[config.mk]
export PLATFORM = sky130hd
export DESIGN_NAME = i2s_dac_tx
export DESIGN_NICKNAME = d
export VERILOG_FILES = /design/src/rtl/i2s_dac_tx.sv
export SDC_FILE = /design/constraint.sdc
export NUM_CORES = 1
export LEC_CHECK = 0
export BUFFER_PORTS_ARGS = -buffer_cell sky130_fd_sc_hd__buf_4
export CORE_ASPECT_RATIO = 1.5
export CORE_UTILIZATION = 57
export DETAILED_ROUTE_END_ITERATION = 6
export GPL_TIMING_DRIVEN = 0
export PLACE_DENSITY = 0.81
export SKIP_CTS_REPAIR_TIMING = 1
export SLEW_MARGIN = 40
export SYNTH_ARGS = -nofsm -noshare
export SYNTH_HDL_FRONTEND = slang
export SYNTH_SLANG_ARGS = --single-unit
[constraint.sdc]
create_clock -name AUDIO_CLK -period 2.1 [get_ports AUDIO_CLK]
set_input_delay 0.105 -clock AUDIO_CLK [delete_from_list [all_inputs] [get_ports AUDIO_CLK]]
set_output_delay 0.105 -clock AUDIO_CLK [all_outputs]
set_load 0.02 [all_outputs]
[src/rtl/i2s_dac_tx.sv]
// I2S DAC serializer: takes parallel left/right samples from the synth engine
// and shifts them out MSB-first in standard I2S framing (one BCLK delay after
// the LRCK edge). A holding register decouples sample arrival from frame
// timing. When no fresh pair has arrived, the last pair is repeated and the
// underrun is flagged and counted.
module i2s_dac_tx #(
    parameter int AUD_BIT_DEPTH = 24,
    parameter int SLOT_BITS     = 32,
    parameter int BCLK_DIV      = 4
) (
    input  logic                            AUDIO_CLK,
    input  logic                            reset,
    input  logic                            enable,
    input  logic                            sample_valid,
    input  logic signed [AUD_BIT_DEPTH-1:0] lsound_in,
    input  logic signed [AUD_BIT_DEPTH-1:0] rsound_in,
    output logic                            trig,
    output logic                            AUD_BCLK,
    output logic                            AUD_DACLRCK,
    output logic                            AUD_DACDAT,
    output logic                            underrun,
    output logic [7:0]                      underrun_cnt
);

    localparam int DIV_W = (BCLK_DIV > 1) ? $clog2(BCLK_DIV) : 1;
    localparam int BIT_W = $clog2(2 * SLOT_BITS);

    localparam logic [DIV_W-1:0] DIV_LAST = DIV_W'(BCLK_DIV - 1);
    localparam logic [DIV_W-1:0] DIV_HALF = DIV_W'(BCLK_DIV / 2);
    localparam logic [BIT_W-1:0] BIT_LAST = BIT_W'(2 * SLOT_BITS - 1);
    localparam logic [BIT_W-1:0] SLOT     = BIT_W'(SLOT_BITS);

    logic [DIV_W-1:0]                div_cnt;
    logic [BIT_W-1:0]                bit_cnt;
    logic signed [AUD_BIT_DEPTH-1:0] hold_l;
    logic signed [AUD_BIT_DEPTH-1:0] hold_r;
    logic signed [AUD_BIT_DEPTH-1:0] frame_l;
    logic signed [AUD_BIT_DEPTH-1:0] frame_r;
    logic                            fresh;

    logic                            load;
    logic                            bclk_nxt;
    logic                            lrck_nxt;
    logic                            dat_nxt;
    logic [BIT_W-1:0]                slot_k;
    logic signed [AUD_BIT_DEPTH-1:0] slot_word;

    // Saturating increment for the underrun counter: sticks at all-ones.
    function automatic logic [7:0] sat_inc(input logic [7:0] v);
        return (v == 8'hFF) ? v : v + 8'd1;
    endfunction

    // Serial bit for slot position k: word MSB at k=1, zero padding elsewhere.
    function automatic logic slot_bit(input logic [AUD_BIT_DEPTH-1:0] w,
                                      input logic [BIT_W-1:0] k);
        logic b;
        b = 1'b0;
        for (int j = 0; j < AUD_BIT_DEPTH; j++) begin
            if (k == BIT_W'(AUD_BIT_DEPTH - j)) b = w[j];
        end
        return b;
    endfunction

    // Frame load strobe and next serial output values from the current counters.
    always_comb begin
        load      = enable && (div_cnt == '0) && (bit_cnt == '0);
        bclk_nxt  = (div_cnt >= DIV_HALF);
        lrck_nxt  = (bit_cnt >= SLOT);
        slot_k    = lrck_nxt ? (bit_cnt - SLOT) : bit_cnt;
        slot_word = lrck_nxt ? frame_r : frame_l;
        dat_nxt   = slot_bit(slot_word, slot_k);
    end

    // BCLK divider and frame bit counter; held at zero while idle.
    always_ff @(posedge AUDIO_CLK) begin
        if (reset || !enable) begin
            div_cnt <= '0;
            bit_cnt <= '0;
        end else if (div_cnt == DIV_LAST) begin
            div_cnt <= '0;
            bit_cnt <= (bit_cnt == BIT_LAST) ? '0 : bit_cnt + BIT_W'(1);
        end else begin
            div_cnt <= div_cnt + DIV_W'(1);
        end
    end

    // Sample capture into the holding register and frame load; a capture
    // coincident with a load still lands in hold and keeps fresh set.
    always_ff @(posedge AUDIO_CLK) begin
        if (reset) begin
            hold_l       <= '0;
            hold_r       <= '0;
            frame_l      <= '0;
            frame_r      <= '0;
            fresh        <= 1'b0;
            underrun_cnt <= 8'd0;
        end else begin
            if (sample_valid) begin
                hold_l <= lsound_in;
                hold_r <= rsound_in;
            end
            if (load) begin
                frame_l <= hold_l;
                frame_r <= hold_r;
                if (!fresh) underrun_cnt <= sat_inc(underrun_cnt);
            end
            if (sample_valid) fresh <= 1'b1;
            else if (load)    fresh <= 1'b0;
        end
    end

    // Registered serial outputs and per-frame strobes, forced low when idle.
    always_ff @(posedge AUDIO_CLK) begin
        if (reset || !enable) begin
            trig        <= 1'b0;
            underrun    <= 1'b0;
            AUD_BCLK    <= 1'b0;
            AUD_DACLRCK <= 1'b0;
            AUD_DACDAT  <= 1'b0;
        end else begin
            trig        <= load;
            underrun    <= load && !fresh;
            AUD_BCLK    <= bclk_nxt;
            AUD_DACLRCK <= lrck_nxt;
            AUD_DACDAT  <= dat_nxt;
        end
    end

endmodule

==> flow_metrics.tcl <==
set metrics [dict create \
    synthSimpleGateAreaFrac_pct 18.8 \
    diodes 0 \
    fin_crit_ns 2.05 \
    area_growth_pct 34.7 \
    clock_latency_ns 0.41 \
    synth_compound_area_share_pct 9.87 \
    antenna_found_initial 0 \
    avgSynthCellArea_um2 8.87 \
    power_frac_clock_pct 51.0 \
    vias 4352 \
    r2r_end "AUD_DACDAT$_SDFF_PP0_" \
    setup.worst_path.end "AUD_DACDAT$_SDFF_PP0_" \
    antenna_left 0 \
    dpl.hpwl_um 8790 \
    fin_hold_ws_ns -0.0389 \
    cp_cell_sequence "buf_6, mux2_1, a22o_1, a221o_1, o221ai_1, a21oi_1" \
    initial_core_util_pct 58.6 \
    muxShareOfSynthArea_pct 15.3 \
    ir_drop_v 0.000682 \
    switching_power_mw 1.29 \
    dp.cells 725 \
    critPathMaxStageDelay_ns 0.41 \
    synth_xor_xnor_area_share_pct 1.95 \
    finalSetupViolCount 0 \
    period_share_pct 97.7 \
    drt-wirelength-per-cell_um 16.5 \
    grt_pass1_vias 4073 \
    synth_top_cell_by_area "dfxtp_1" \
    sw_frac_of_total_pct 21.9 \
    drt_iter0_drc 304 \
    endpoint_kind "register" \
    dr.pass1.iters 6 \
    fin_skew_ns 0.00865 \
    layout_commonest_cell "dfxtp_1" \
    setup.worst_path.start "bit_cnt[5]$_SDFFE_PP0P_" \
    synth_area_leaders "dfxtp_1 48%, mux2i_1 13%, nand2_1 8.2%" \
    synth_cells 556 \
    p_per_area_mw_per_mm2 885 \
    seq_area_frac_synth_pct 47.9 \
    cts.htree.levels 4 \
    status "finished with violations" \
    clock_path_buffers 2 \
    cpMaxStageDelayCell "dfxtp_1" \
    cts_buffers 17 \
    startpoint_type "register" \
    worstMarginPinSlew_ns 0.739 \
    max_slew_margin_pct 50.8 \
    arrival_ns 2.33 \
    synth_warnings 0 \
    pre_cts_ws_ns -0.180 \
    pwr-share-seq_pct 40.8 \
    internal_power_mw 4.59 \
    reg2reg_from "bit_cnt[5]$_SDFFE_PP0P_" \
    fmax_ghz 0.487 \
    power_frac_comb_pct 8.2 \
    async_flop_share_pct 0 \
    drive_gt1_share_pct 17.0 \
    chipWidth_um 78.0 \
    dieArea_mm2 0.00904 \
    synth_area_mm2 0.00493 \
    synth_edf_count 0 \
    cts_sinks 118 \
    violations "negative hold slack" \
    post-route-util_pct 79.0 \
    stdcell_count 803 \
    drt_wl_total_um 13200 \
    final_nets 744 \
    max_cap_violations 0 \
    synth_top_cell_area_share_pct 47.9 \
    rows 41 \
    final_hold_viol_count 3 \
    grt_first_pass_wirelength_um 19400 \
    synth_nets 616 \
    clk_pin_slew_worst_paths_ns 0.05 \
    ys.flop_type "dfxtp_1" \
    grt_start_max_net_pins 17 \
    rrSetupSlack_ns 0.05 \
    vias_per_cell 5.42 \
    grt_overflow_total 0 \
    port_buffers 62 \
    slew_violations 0 \
    critPathRequiredTime_ns 2.38 \
    yosys.cell_types.count 47 \
    clockRootBuffer "clkbuf_16" \
    cts_tree "built" \
    layout_common_cells "116 x dfxtp_1, 108 x nand2_1, 69 x nor2_1" \
    hold_path_class "input port to register" \
    drc_errors 0 \
    grt_use_total_pct 28.1 \
    synthAdderAreaFrac_pct 2.03 \
    gp_congestion 0.935 \
    crit_path_max_fanout 10 \
    p_leak_nw 2.72 \
    path_class "register to register" \
    die_h_um 116 \
    ys_ff_latch 118 \
    synth_top_family_by_area "simple AND/OR/NAND/NOR gates" \
    setup_ws_ns 0.0479 \
    coreArea_mm2 0.00841 \
    worstRegToRegCells 6 \
    io_pins 65 \
]
worst max-delay path: cells and delay by family, from the launching register on:
| kind | cells | cell delay, ns |
|---|---|---|
| compound gates | 4 | 0.92 |
| flops | 1 | 0.41 |
| mux | 1 | 0.37 |
| buf+inv | 1 | 0.20 |
power by group through the flow:
| stage | Combinational, mW | Clock, mW | Sequential (mW) |
|---|---|---|---|
| detailed placement | 0.398 | 0 | 2.44 |
| CTS | 0.402 | 3.00 | 2.39 |
| global placement | 0.381 | 0 | 2.44 |
| global route | 0.523 | 3.13 | 2.40 |
| finish | 0.482 | 3.00 | 2.40 |
| floorplan | 0.240 | 0 | 2.43 |
worst min path at each step:
stage / start / end / slack [ns] / cells after the start
floorplan: lsound_in[0] / hold_l[0]$_SDFFE_PP0P_ / 0.25 / 2
global placement: lsound_in[18] / hold_l[18]$_SDFFE_PP0P_ / 0.34 / 3
detailed placement: rsound_in[4] / hold_r[4]$_SDFFE_PP0P_ / 0.35 / 3
CTS: rsound_in[4] / hold_r[4]$_SDFFE_PP0P_ / -0.08 / 3
global route: rsound_in[19] / hold_r[19]$_SDFFE_PP0P_ / 0.009 / 3
finish: lsound_in[5] / hold_l[5]$_SDFFE_PP0P_ / -0.04 / 3
synthesized netlist by cell type, types with 2 or more instances:
master,number
nand4_1,5
o21ai_0,2
and3_1,5
clkbuf_1,24
nor2_1,69
nand3_1,5
mux2_1,8
a21oi_1,61
xor2_1,7
buf_1,7
a221oi_1,2
a211oi_1,2
nor3_1,5
nor3b_1,3
nand3b_1,2
dfxtp_1,118
o22ai_1,3
nor2b_1,3
o21ai_1,2
buf_2,7
mux2_2,2
nand2b_1,2
nand2_1,108
ha_1,8
xnor2_1,4
mux2i_1,64
inv_1,8
stage by stage:
| step | area (um^2) | total power [mW] | hold WS, ns | TNS (ns) |
|---|---|---|---|---|
| after detailed placement | 5530 | 2.84 | 0.348 | -1.13 |
| after floorplan | 4930 | 2.67 | 0.252 | 0 |
| final | 6650 | 5.88 | -0.0389 | 0 |
| after CTS | 6150 | 5.80 | -0.0755 | -1.46 |
| after global placement | 5530 | 2.82 | 0.337 | -0.495 |
| after global routing | 6650 | 6.05 | 0.00874 | -0.102 |
kinds of logic (layout without fill, tap and decap cells):
logic type / after synthesis / in the layout
DFF: 118 / 118
adders and majority gates: 8 / 8
muxes: 74 / 74
AOI/OAI and AO/OA: 82 / 82
xor gates and xnor gates: 11 / 11
buffers and inverters: 48 / 188
and+or+nand+nor: 215 / 215
routing by layer:
metal | global-route usage (%) | routed length (um) | vias up
met2 | 50.3 | 6980 | 134
met3 | 6.38 | 587 | 29
met5 | 0 | 0 | -
met1 | 31.8 | 5380 | 2056
met4 | 12.8 | 269 | 0
li1 | - | - | 2133
cell type report:
cell class                      instances  area, um^2
Fill cell                             560        1770
Timing Repair Buffer                  109         931
Sequential cell                       118        2360
Tap cell                              107         134
Buffer                                 40         184
Clock inverter                          7         118
Clock buffer                           24         502
Multi-Input combinational cell        390        2380
Inverter                                8        30.0
state kept, by name, indices dropped and copies added, names as in the netlist:
register      flops
AUD_BCLK          1
AUD_DACDAT        1
AUD_DACLRCK       1
bit_cnt           6
div_cnt           2
frame_l          24
frame_r          24
fresh             1
hold_l           24
hold_r           24
trig              1
underrun          1
underrun_cnt      8
(Power assumes the default switching activity.)
